===== config.mk =====
export PLATFORM = sky130hd
export DESIGN_NAME = ysyx_24080014_mem_arbiter
export DESIGN_NICKNAME = d
export VERILOG_FILES = /design/src/rtl/ysyx_24080014_mem_arbiter.sv
export SDC_FILE = /design/constraint.sdc
export NUM_CORES = 1
export LEC_CHECK = 0
export CAP_MARGIN = 30
export CELL_PAD_IN_SITES_DETAIL_PLACEMENT = 0
export CELL_PAD_IN_SITES_GLOBAL_PLACEMENT = 1
export CORE_MARGIN = 2
export CORE_UTILIZATION = 32
export CTS_CLUSTER_SIZE = 24
export DETAILED_ROUTE_END_ITERATION = 16
export GPL_TIMING_DRIVEN = 0
export PLACE_DENSITY_LB_ADDON = 0.1
export SYNTH_ARGS = -nofsm -noshare
export SYNTH_HDL_FRONTEND = slang
export SYNTH_SLANG_ARGS = --single-unit
export TNS_END_PERCENT = 10

===== constraint.sdc =====
create_clock -name clk -period 3.09 [get_ports clk]
set_input_delay 0.927 -clock clk [delete_from_list [all_inputs] [get_ports clk]]
set_output_delay 0.927 -clock clk [all_outputs]
set_load 0.02 [all_outputs]

===== src/rtl/ysyx_24080014_mem_arbiter.sv =====
// Two-requester memory arbiter. The IFU and the LSU share one data-memory port.
// One transaction is outstanding at a time. The LSU has fixed priority, and the
// IFU is still served after STARVE_LIMIT back-to-back LSU grants while it waits.
module ysyx_24080014_mem_arbiter #(
    parameter int unsigned STARVE_LIMIT = 4
) (
    input  logic        clk,
    input  logic        rst_n,

    input  logic        ifu_req_valid,
    output logic        ifu_req_ready,
    input  logic [31:0] ifu_addr,
    output logic        ifu_rsp_valid,
    output logic [31:0] ifu_rsp_data,

    input  logic        lsu_req_valid,
    output logic        lsu_req_ready,
    input  logic [31:0] lsu_addr,
    input  logic        lsu_wen,
    input  logic [31:0] lsu_wdata,
    input  logic [3:0]  lsu_wmask,
    output logic        lsu_rsp_valid,
    output logic [31:0] lsu_rsp_data,

    output logic        mem_req_valid,
    input  logic        mem_req_ready,
    output logic [31:0] mem_addr,
    output logic [31:0] mem_wdata,
    output logic        mem_wen,
    output logic [3:0]  mem_wmask,
    input  logic        mem_rsp_valid,
    input  logic [31:0] mem_rsp_data,

    output logic        busy
);

    localparam int unsigned CNT_W  = 4;
    localparam int unsigned DATA_W = 32;

    localparam logic [1:0] S_IDLE  = 2'd0;
    localparam logic [1:0] S_ISSUE = 2'd1;
    localparam logic [1:0] S_WAIT  = 2'd2;
    localparam logic [1:0] S_RESP  = 2'd3;

    localparam logic OWNER_IFU = 1'b0;
    localparam logic OWNER_LSU = 1'b1;

    logic [1:0]        state_q,      state_d;
    logic              owner_q,      owner_d;
    logic [DATA_W-1:0] addr_q,       addr_d;
    logic [DATA_W-1:0] wdata_q,      wdata_d;
    logic              wen_q,        wen_d;
    logic [3:0]        wmask_q,      wmask_d;
    logic [DATA_W-1:0] rdata_q,      rdata_d;
    logic [CNT_W-1:0]  starve_cnt_q, starve_cnt_d;

    logic lsu_grant;
    logic ifu_grant;

    // Grant in IDLE: LSU first, unless the IFU has waited through STARVE_LIMIT LSU grants.
    always_comb begin
        lsu_grant = 1'b0;
        ifu_grant = 1'b0;
        if (state_q == S_IDLE) begin
            lsu_grant = lsu_req_valid &&
                        !(ifu_req_valid && (starve_cnt_q == CNT_W'(STARVE_LIMIT)));
            ifu_grant = ifu_req_valid && !lsu_grant;
        end
    end

    // Next state, request capture, response capture and starvation counting.
    always_comb begin
        state_d      = state_q;
        owner_d      = owner_q;
        addr_d       = addr_q;
        wdata_d      = wdata_q;
        wen_d        = wen_q;
        wmask_d      = wmask_q;
        rdata_d      = rdata_q;
        starve_cnt_d = starve_cnt_q;

        case (state_q)
            S_IDLE: begin
                if (lsu_grant) begin
                    owner_d      = OWNER_LSU;
                    addr_d       = lsu_addr;
                    wen_d        = lsu_wen;
                    wdata_d      = lsu_wdata;
                    wmask_d      = lsu_wmask;
                    starve_cnt_d = ifu_req_valid ? (starve_cnt_q + CNT_W'(1)) : '0;
                    state_d      = S_ISSUE;
                end else if (ifu_grant) begin
                    owner_d      = OWNER_IFU;
                    addr_d       = ifu_addr;
                    wen_d        = 1'b0;
                    wdata_d      = '0;
                    wmask_d      = '0;
                    starve_cnt_d = '0;
                    state_d      = S_ISSUE;
                end
            end
            S_ISSUE: begin
                if (mem_req_ready) begin
                    state_d = S_WAIT;
                end
            end
            S_WAIT: begin
                if (mem_rsp_valid) begin
                    rdata_d = mem_rsp_data;
                    state_d = S_RESP;
                end
            end
            S_RESP: begin
                state_d = S_IDLE;
            end
            default: begin
                state_d = S_IDLE;
            end
        endcase
    end

    // State and datapath registers. Reset aborts any transaction in flight.
    always_ff @(posedge clk or negedge rst_n) begin
        if (!rst_n) begin
            state_q      <= S_IDLE;
            owner_q      <= OWNER_IFU;
            addr_q       <= '0;
            wdata_q      <= '0;
            wen_q        <= 1'b0;
            wmask_q      <= '0;
            rdata_q      <= '0;
            starve_cnt_q <= '0;
        end else begin
            state_q      <= state_d;
            owner_q      <= owner_d;
            addr_q       <= addr_d;
            wdata_q      <= wdata_d;
            wen_q        <= wen_d;
            wmask_q      <= wmask_d;
            rdata_q      <= rdata_d;
            starve_cnt_q <= starve_cnt_d;
        end
    end

    // Outputs are decoded from registered state. The ready signals follow the IDLE grant.
    assign ifu_req_ready = ifu_grant;
    assign lsu_req_ready = lsu_grant;
    assign mem_req_valid = (state_q == S_ISSUE);
    assign mem_addr      = addr_q;
    assign mem_wdata     = wdata_q;
    assign mem_wen       = wen_q;
    assign mem_wmask     = wmask_q;
    assign ifu_rsp_valid = (state_q == S_RESP) && (owner_q == OWNER_IFU);
    assign lsu_rsp_valid = (state_q == S_RESP) && (owner_q == OWNER_LSU);
    assign ifu_rsp_data  = rdata_q;
    assign lsu_rsp_data  = rdata_q;
    assign busy          = (state_q != S_IDLE);

endmodule


==> impl_metrics.prom, run 1 <==
# TYPE chip_impl_metric gauge
chip_impl_metric{name="max-vdd-ir-drop",unit="mV"} 0.413
chip_impl_metric{name="leakage_dissipation",unit="nW"} 3.81
chip_impl_metric{name="die-width",unit="um"} 131
chip_impl_metric{name="clkSlewWorstSetupHoldPaths",unit="ns"} 0.07
chip_impl_metric{name="cts.sinks",unit=""} 108
chip_impl_metric{name="place_worst_setup_slack",unit="ns"} -0.886
chip_impl_metric{name="final_core_utilization",unit=""} 0.538
chip_impl_info{name="rsz0062_at_grt",value="false"} 1
chip_impl_metric{name="final_layout_size_suffix_gt1_frac",unit=""} 0.225
chip_impl_info{name="root_buffer_cell",value="sky130_fd_sc_hd__clkbuf_16"} 1
chip_impl_metric{name="setup_ws",unit="ns"} 0.0891
chip_impl_metric{name="grt_max_degree",unit=""} 57
chip_impl_metric{name="cts-root-to-sink-buffers",unit=""} 2
chip_impl_metric{name="worst_pin_slew",unit="ns"} 0.523
chip_impl_metric{name="worst_path_largest_cell_delay",unit="ns"} 0.56
chip_impl_metric{name="finalWirelength",unit="um"} 14300
chip_impl_metric{name="design.die.area",unit="sq mm"} 0.0173
chip_impl_metric{name="hold_ws",unit="ns"} 0.508
chip_impl_metric{name="grt_overflow",unit=""} 0
chip_impl_metric{name="clock-skew-final",unit="ns"} 0.00881
chip_impl_metric{name="endpoints_failing_hold",unit=""} 0
chip_impl_metric{name="routedWlPerCell",unit="um"} 15.6
chip_impl_metric{name="synth_warnings",unit=""} 0
chip_impl_metric{name="cts_inserted_buffers",unit=""} 9
chip_impl_metric{name="synth_cells",unit=""} 409
chip_impl_metric{name="ctsHtreeMaxLevel",unit=""} 3
chip_impl_metric{name="fill_cells",unit=""} 1432
chip_impl_metric{name="ys_types",unit=""} 28
chip_impl_metric{name="final_antenna_net_count",unit=""} 0
chip_impl_metric{name="finalPower",unit="W"} 0.00883
chip_impl_metric{name="gpl.final_weighted_congestion",unit=""} 0.757
chip_impl_metric{name="syn_area_per_cell",unit="sq um"} 12.7
chip_impl_metric{name="core_area",unit="sq mm"} 0.0159
chip_impl_metric{name="placement.io_buffers",unit=""} 277
chip_impl_metric{name="number_of_vias_per_cell_after_detailed_routing",unit=""} 4.39
chip_impl_metric{name="postSynth.asyncResetShare",unit=""} 1.00
chip_impl_metric{name="ctsHoldBuffers",unit=""} 0
chip_impl_metric{name="drtIter0Drc",unit=""} 64
chip_impl_metric{name="die_h",unit="um"} 131
chip_impl_metric{name="layout_nets",unit=""} 841
chip_impl_metric{name="syn-num-nets",unit=""} 554
chip_impl_metric{name="powerDensity",unit="mW/mm^2"} 1030
chip_impl_metric{name="globalRouteMet3Util",unit=""} 0.0606
chip_impl_metric{name="fp-row-count",unit=""} 46
chip_impl_info{name="clock_tree_from_tritoncts",value="done"} 1
chip_impl_info{name="critPathLaunchType",value="input pin"} 1
chip_impl_metric{name="met2_usage",unit=""} 0.280
chip_impl_metric{name="grt_util_met1",unit=""} 0.190
chip_impl_metric{name="final_min_period_over_clock_period",unit=""} 0.971
chip_impl_metric{name="io_pins",unit=""} 278
chip_impl_metric{name="synth-seq-cells",unit=""} 108
chip_impl_metric{name="floorplan.initialDensity",unit=""} 0.327
chip_impl_info{name="cp_slowest_cell",value="sky130_fd_sc_hd__clkdlybuf4s50_1"} 1
chip_impl_info{name="crit_family",value="buffers and inverters"} 1
chip_impl_info{name="critPathCaptureType",value="output port"} 1
chip_impl_info{name="hp-class",value="reg -> reg"} 1
chip_impl_metric{name="max_freq",unit="MHz"} 333
chip_impl_info{name="outcome",value="completed"} 1
chip_impl_metric{name="dr_vias",unit=""} 4023
chip_impl_info{name="timing_worst_setup_path_type",value="in -> out"} 1
chip_impl_info{name="synth_top_flop_cell",value="sky130_fd_sc_hd__dfrtp_1"} 1
chip_impl_metric{name="global_route_wire_length_before_repair",unit="um"} 22600
chip_impl_metric{name="flow.area_growth_from_synthesis",unit="%"} 64.8
chip_impl_metric{name="synth.cell_area",unit="sq mm"} 0.00519
chip_impl_metric{name="slew-limit-headroom",unit=""} 0.651
chip_impl_metric{name="critical_path_required",unit="ns"} 2.16
chip_impl_metric{name="final-setup-viol-count",unit=""} 0
chip_impl_metric{name="drc",unit=""} 0
chip_impl_metric{name="overall_global_routing_usage",unit=""} 0.166
chip_impl_metric{name="max_cap_viol_count",unit=""} 0
chip_impl_metric{name="maxSlewViolCount",unit=""} 0
chip_impl_metric{name="min_period",unit="ns"} 3.00
chip_impl_metric{name="synth_sequential_area_ratio",unit=""} 0.521
chip_impl_info{name="grt_busiest_layer",value="met2"} 1
chip_impl_metric{name="antenna_diode_count",unit=""} 0
chip_impl_metric{name="arrival",unit="ns"} 2.07
chip_impl_metric{name="number_of_optimization_iterations_in_the_first_detailed_route_pass",unit=""} 4
chip_impl_info{name="timing.critical_path.cells",value="clkdlybuf4s50_1 -> nand2_1 -> a21oi_1 -> buf_6 -> clkdlybuf4s15_2"} 1
chip_impl_metric{name="crit_path_max_fanout",unit=""} 6
chip_impl_metric{name="path_buf_inv",unit=""} 3
chip_impl_metric{name="synth-edff-count",unit=""} 0
chip_impl_metric{name="grt_pass1_vias",unit=""} 4279
chip_impl_metric{name="worst_skew_pair.late_latency",unit="ns"} 0.35
chip_impl_metric{name="dp_hpwl",unit="um"} 11200
chip_impl_metric{name="antenna_violations_before_repair",unit=""} 0
-- where the power goes --
group / switching [W] / total, W / internal [W]
Combinational: 0.00228 / 0.00516 / 0.00288
Sequential: 0.000421 / 0.00251 / 0.00209
Clock: 0.000529 / 0.00116 / 0.000630
-- registers in the layout (all words and copies together) (netlist names) --
| register | flops |
|---|---|
| ifu_rsp_data | 32 |
| mem_addr | 32 |
| mem_wdata | 32 |
| mem_wen | 1 |
| mem_wmask | 4 |
| owner_q | 1 |
| starve_cnt_q | 4 |
| state_q | 2 |
-- cells in the mapped netlist (all sizes together), types with 2 or more instances --
| library cell | number | area, sq um |
|---|---|---|
| o21ai | 2 | 10.0 |
| clkbuf | 2 | 7.51 |
| o31ai | 2 | 15.0 |
| a21oi | 2 | 10.0 |
| mux2i | 38 | 380 |
| dfrtp | 108 | 2700 |
| nor2b | 3 | 18.8 |
| nand3 | 2 | 10.0 |
| nand2 | 44 | 173 |
| ha | 6 | 75.1 |
| buf | 49 | 382 |
| mux2 | 97 | 1170 |
| inv | 44 | 165 |
-- cells by family after synthesis --
| logic type | Yosys count | synth area share |
|---|---|---|
| AO/OA/AOI/OAI | 11 | 0.0149 |
| flip-flops | 108 | 0.521 |
| multiplexers | 135 | 0.298 |
| adder cells (fa/ha/maj) | 6 | 0.0145 |
| AND/OR/NAND/NOR | 54 | 0.0451 |
| buffers and inverters | 95 | 0.107 |
-- through the flow --
step	instance area, sq um	TNS, ns	std cells
global route	8550	0	917
finish	8550	0	917
global placement	8230	-371.75	902
floorplan	5190	0	409
detailed placement	8260	-1.49	903
CTS	8560	0	918
-- placed cells by master, fill, tap and decap left out, types with 2 or more instances in the layout --
| master | n |
|---|---|
| sky130_fd_sc_hd__a21oi_1 | 2 |
| sky130_fd_sc_hd__clkinv_2 | 2 |
| sky130_fd_sc_hd__clkinvlp_4 | 2 |
| sky130_fd_sc_hd__nor2b_1 | 3 |
| sky130_fd_sc_hd__nand2_1 | 43 |
| sky130_fd_sc_hd__clkdlybuf4s50_1 | 273 |
| sky130_fd_sc_hd__mux2i_1 | 38 |
| sky130_fd_sc_hd__o21ai_0 | 2 |
| sky130_fd_sc_hd__buf_6 | 9 |
| sky130_fd_sc_hd__buf_2 | 3 |
| sky130_fd_sc_hd__buf_4 | 36 |
| sky130_fd_sc_hd__mux2_1 | 7 |
| sky130_fd_sc_hd__clkbuf_1 | 3 |
| sky130_fd_sc_hd__o31ai_1 | 2 |
| sky130_fd_sc_hd__inv_1 | 44 |
| sky130_fd_sc_hd__ha_1 | 6 |
| sky130_fd_sc_hd__dfrtp_1 | 108 |
| sky130_fd_sc_hd__clkbuf_16 | 9 |
| sky130_fd_sc_hd__clkdlybuf4s15_2 | 3 |
| sky130_fd_sc_hd__mux2_4 | 20 |
| sky130_fd_sc_hd__mux2_2 | 70 |
| sky130_fd_sc_hd__nand3_1 | 2 |
-- final cells by class --
cell class | instances | area (sq um) | share of cell area
Buffer | 48 | 375 | 0.0439
Clock buffer | 10 | 229 | 0.0268
Clock inverter | 6 | 63.8 | 0.00746
Inverter | 44 | 165 | 0.0193
Multi-Input combinational cell | 206 | 1930 | 0.226
Sequential cell | 108 | 2700 | 0.316
Tap cell | 216 | 270 | 0.0316
Timing Repair Buffer | 279 | 2810 | 0.329
-- path summary, 6_finish.rpt --
path                            startpoint          endpoint  slack (ns)  depth (start not counted)
max                          lsu_req_valid     lsu_req_ready        0.09                          5
min                                owner_q           owner_q        0.51                          1
max reg2reg                starve_cnt_q[0]      mem_addr[30]        0.95                          8
min reg2reg                        owner_q           owner_q        0.51                          1
max in group asynchronous            rst_n  ifu_rsp_data[26]        1.89                          2
min in group asynchronous            rst_n      mem_wdata[2]        0.52                          1
-- worst reg2reg max path: cells and delay by family (launching register included) --
| kind | cells | cell delay, ns |
|---|---|---|
| flops | 1 | 0.42 |
| fa+ha+maj | 1 | 0.21 |
| simple gates | 1 | 0.20 |
| buf+inv | 4 | 0.68 |
| mux | 1 | 0.34 |
| compound gates | 1 | 0.17 |
-- routing by layer --
metal	vias up	share of wire	wire length, um
li1	1885	-	-
met1	1923	0.41	5820
met2	196	0.47	6760
met3	19	0.093	1340
met4	0	0.025	362
met5	-	0	0
-- timing repair --
| item | in CTS | in global routing |
|---|---|---|
| endpoints found under the setup margin | 2 | 1 |
| buffers inserted | 1 | 0 |
| gates resized for setup | 11 | 0 |
Note: power is estimated with default switching activity, not from simulation.
==> run 2: changes to the inputs <==
Settings changed: CAP_MARGIN 30 to 40, CORE_UTILIZATION 32 to 35, DONT_BUFFER_PORTS from default to 1.
==> run 2 against run 1 <==
Flip-flop and latch count stayed put. Highest routed layer unchanged. Critical endpoint is now ifu_req_ready. Fmax rose by 5.5%. Sequential power up 37%. Largest power group is now sequential cells. Routed wire length decreased by 17%.
==> impl_metrics.prom, run 2 (synthesis gave the netlist of run 1 again) <==
# TYPE chip_impl_metric gauge
chip_impl_info{name="outcome",value="completed"} 1
chip_impl_metric{name="flow.area_growth_from_synthesis",unit="%"} 9.98
chip_impl_metric{name="comb_power_share",unit=""} 0.343
chip_impl_metric{name="fp-row-count",unit=""} 44
chip_impl_metric{name="placement.io_buffers",unit=""} 0
chip_impl_metric{name="grt_max_degree",unit=""} 109
chip_impl_info{name="regToRegStartpoint",value="state_q[0]"} 1
chip_impl_metric{name="antenna_violations_before_repair",unit=""} 1
chip_impl_metric{name="overall_global_routing_usage",unit=""} 0.148
chip_impl_metric{name="global_route_wire_length_before_repair",unit="um"} 18000
chip_impl_info{name="root_buffer_cell",value="sky130_fd_sc_hd__clkbuf_16"} 1
chip_impl_info{name="critPathCaptureType",value="output port"} 1
chip_impl_metric{name="die-width",unit="um"} 126
chip_impl_metric{name="antenna_diode_count",unit=""} 0
chip_impl_metric{name="powerDensity",unit="mW/mm^2"} 1220
chip_impl_info{name="critPathLaunchType",value="flip-flop"} 1
chip_impl_metric{name="power.share.clock",unit=""} 0.163
chip_impl_metric{name="grt_overflow",unit=""} 0
chip_impl_metric{name="drc",unit=""} 0
chip_impl_metric{name="layout_nets",unit=""} 564
chip_impl_metric{name="placed_cells",unit=""} 593
chip_impl_metric{name="place_worst_setup_slack",unit="ns"} 0.135
chip_impl_metric{name="clock-skew-final",unit="ns"} 0.00872
chip_impl_metric{name="floorplan.initialDensity",unit=""} 0.357
chip_impl_metric{name="cts.sinks",unit=""} 108
chip_impl_metric{name="clkSlewWorstSetupHoldPaths",unit="ns"} 0.07
chip_impl_metric{name="arrival",unit="ns"} 1.92
chip_impl_metric{name="final_layout_size_suffix_gt1_frac",unit=""} 0.363
chip_impl_info{name="hp-class",value="in -> async"} 1
chip_impl_metric{name="max_freq",unit="MHz"} 352
chip_impl_metric{name="number_of_vias_per_cell_after_detailed_routing",unit=""} 4.92
chip_impl_metric{name="maxSlewViolCount",unit=""} 0
chip_impl_metric{name="gpl.final_weighted_congestion",unit=""} 0.749
chip_impl_metric{name="ctsHtreeMaxLevel",unit=""} 3
chip_impl_metric{name="min_period",unit="ns"} 2.84
chip_impl_metric{name="switchingPower",unit="W"} 0.00291
chip_impl_metric{name="p_seq_frac",unit=""} 0.494
chip_impl_metric{name="final_antenna_net_count",unit=""} 0
chip_impl_metric{name="max-vdd-ir-drop",unit="mV"} 0.537
chip_impl_metric{name="routedWlPerCell",unit="um"} 19.6
chip_impl_metric{name="worst_pin_slew",unit="ns"} 0.500
chip_impl_metric{name="critical_path_required",unit="ns"} 2.16
chip_impl_metric{name="io_pins",unit=""} 278
chip_impl_metric{name="die_h",unit="um"} 126
chip_impl_metric{name="setup_ws",unit="ns"} 0.246
chip_impl_metric{name="dp_hpwl",unit="um"} 8980
chip_impl_metric{name="drtIter0Drc",unit=""} 70
chip_impl_metric{name="worst_skew_pair.late_latency",unit="ns"} 0.34
chip_impl_metric{name="number_of_optimization_iterations_in_the_first_detailed_route_pass",unit=""} 3
chip_impl_metric{name="internal_power",unit="W"} 0.00403
chip_impl_info{name="rsz0062_at_grt",value="false"} 1
chip_impl_metric{name="leakage_dissipation",unit="nW"} 2.73
chip_impl_info{name="startpoint",value="state_q[0]"} 1
chip_impl_metric{name="final_cell_count_no_fill",unit=""} 605
chip_impl_metric{name="final_min_period_over_clock_period",unit=""} 0.920
chip_impl_metric{name="core_area",unit="sq mm"} 0.0145
chip_impl_info{name="layout.cells.most_common",value="sky130_fd_sc_hd__dfrtp_1"} 1
chip_impl_metric{name="ctsHoldBuffers",unit=""} 0
chip_impl_metric{name="crit_path_max_fanout",unit=""} 19
chip_impl_metric{name="slew-limit-headroom",unit=""} 0.666
chip_impl_metric{name="setup-tns-final",unit="ns"} 0
chip_impl_metric{name="endpoints_failing_hold",unit=""} 0
chip_impl_metric{name="max_cap_viol_count",unit=""} 0
chip_impl_metric{name="r2r.worst_path.cells",unit=""} 7
chip_impl_info{name="clock_tree_from_tritoncts",value="done"} 1
chip_impl_metric{name="dr_vias",unit=""} 2974
chip_impl_metric{name="cts-root-to-sink-buffers",unit=""} 2
chip_impl_metric{name="grt_pass1_vias",unit=""} 3194
chip_impl_metric{name="finalWirelength",unit="um"} 11900
chip_impl_metric{name="cts_inserted_buffers",unit=""} 9
chip_impl_metric{name="design.die.area",unit="sq mm"} 0.0158
chip_impl_info{name="timing_worst_setup_path_type",value="reg -> out"} 1
chip_impl_metric{name="final-setup-viol-count",unit=""} 0
chip_impl_info{name="layout_common_cells",value="sky130_fd_sc_hd__dfrtp_1 (108), sky130_fd_sc_hd__mux2_2 (70), sky130_fd_sc_hd__inv_1 (44), sky130_fd_sc_hd__nand2_1 (43), sky130_fd_sc_hd__mux2i_1 (38)"} 1
chip_impl_metric{name="switching_share",unit=""} 0.419
==> run 2: cell count changes in the layout (fill, tap and decap cells not counted), sizes merged <==
cell and change:
clkdlybuf4s50 -273, inv -1, clkdlybuf4s15 -3, buf -2, clkinvlp -2, clkbuf +1
==> run 2: final timing paths <==
path / end / slack [ns]
worst max-delay path: ifu_req_ready / 0.25
worst min-delay path: mem_addr[17] / 0.28
worst max register to register: mem_addr[11] / 1.19
worst min register to register: owner_q / 0.51
max in group asynchronous: ifu_rsp_data[29] / 2.66
min in group clk: owner_q / 0.51
==> run 2: cell type report <==
| cell class | instances | area, sq um |
|---|---|---|
| fill | 1414 | 8820 |
| buffer | 50 | 387 |
| clock buffer | 10 | 239 |
| multi-input combinational | 206 | 1950 |
| sequential | 108 | 2700 |
| clock inverter | 3 | 40.0 |
| inverter | 44 | 165 |
| tap | 184 | 230 |
==> run 2: worst max-delay path, cell delays in order (launching register included) <==
cell and delay, ns:
sky130_fd_sc_hd__dfrtp_1 0.42, sky130_fd_sc_hd__inv_1 0.09, sky130_fd_sc_hd__ha_1 0.14, sky130_fd_sc_hd__clkbuf_4 0.19
sky130_fd_sc_hd__nand2_4 0.12, sky130_fd_sc_hd__buf_6 0.18, sky130_fd_sc_hd__buf_4 0.22, sky130_fd_sc_hd__a21oi_4 0.22
==> run 2: repair_timing <==
action,4_1_cts,5_1_grt
pin swaps,0,0
endpoints found under the hold margin,0,0
setup buffers,0,0
gates resized for setup,2,1
setup endpoints to repair,1,1
==> run 2: layer usage <==
layer  track usage  share of wire
met3        0.0569           0.10
met2         0.259           0.51
met4        0.0633          0.023
met5             0              0
met1         0.161           0.36
==> run 2: stage by stage <==
stage | cell area (sq um) | hold slack, ns | power [W] | utilization
after floorplan | 5190 | 0.465 | 0.00541 | -
after global placement | 5420 | 0.476 | 0.00583 | 0.373
after detailed placement | 5420 | 0.494 | 0.00589 | 0.373
after CTS | 5710 | 0.259 | 0.00706 | 0.393
after global routing | 5710 | 0.251 | 0.00737 | 0.393
final | 5710 | 0.277 | 0.00694 | 0.393
==> run 2: power groups by stage <==
| stage | Combinational (W) | Sequential (W) | Clock [W] |
|---|---|---|---|
| CTS | 0.00243 | 0.00345 | 0.00117 |
| global route | 0.00261 | 0.00352 | 0.00124 |
| finish | 0.00238 | 0.00343 | 0.00113 |
| global placement | 0.00236 | 0.00347 | 0 |
| floorplan | 0.00215 | 0.00326 | 0 |
| detailed placement | 0.00243 | 0.00347 | 0 |
==> run 3: changes to the inputs <==
Settings changed: ABC_CLOCK_PERIOD_IN_PS from default to 3090, CTS_CLUSTER_DIAMETER from default to 100.
==> results of run 3 <==
No change in the layout: final DEF, timing and power equal those of run 2.
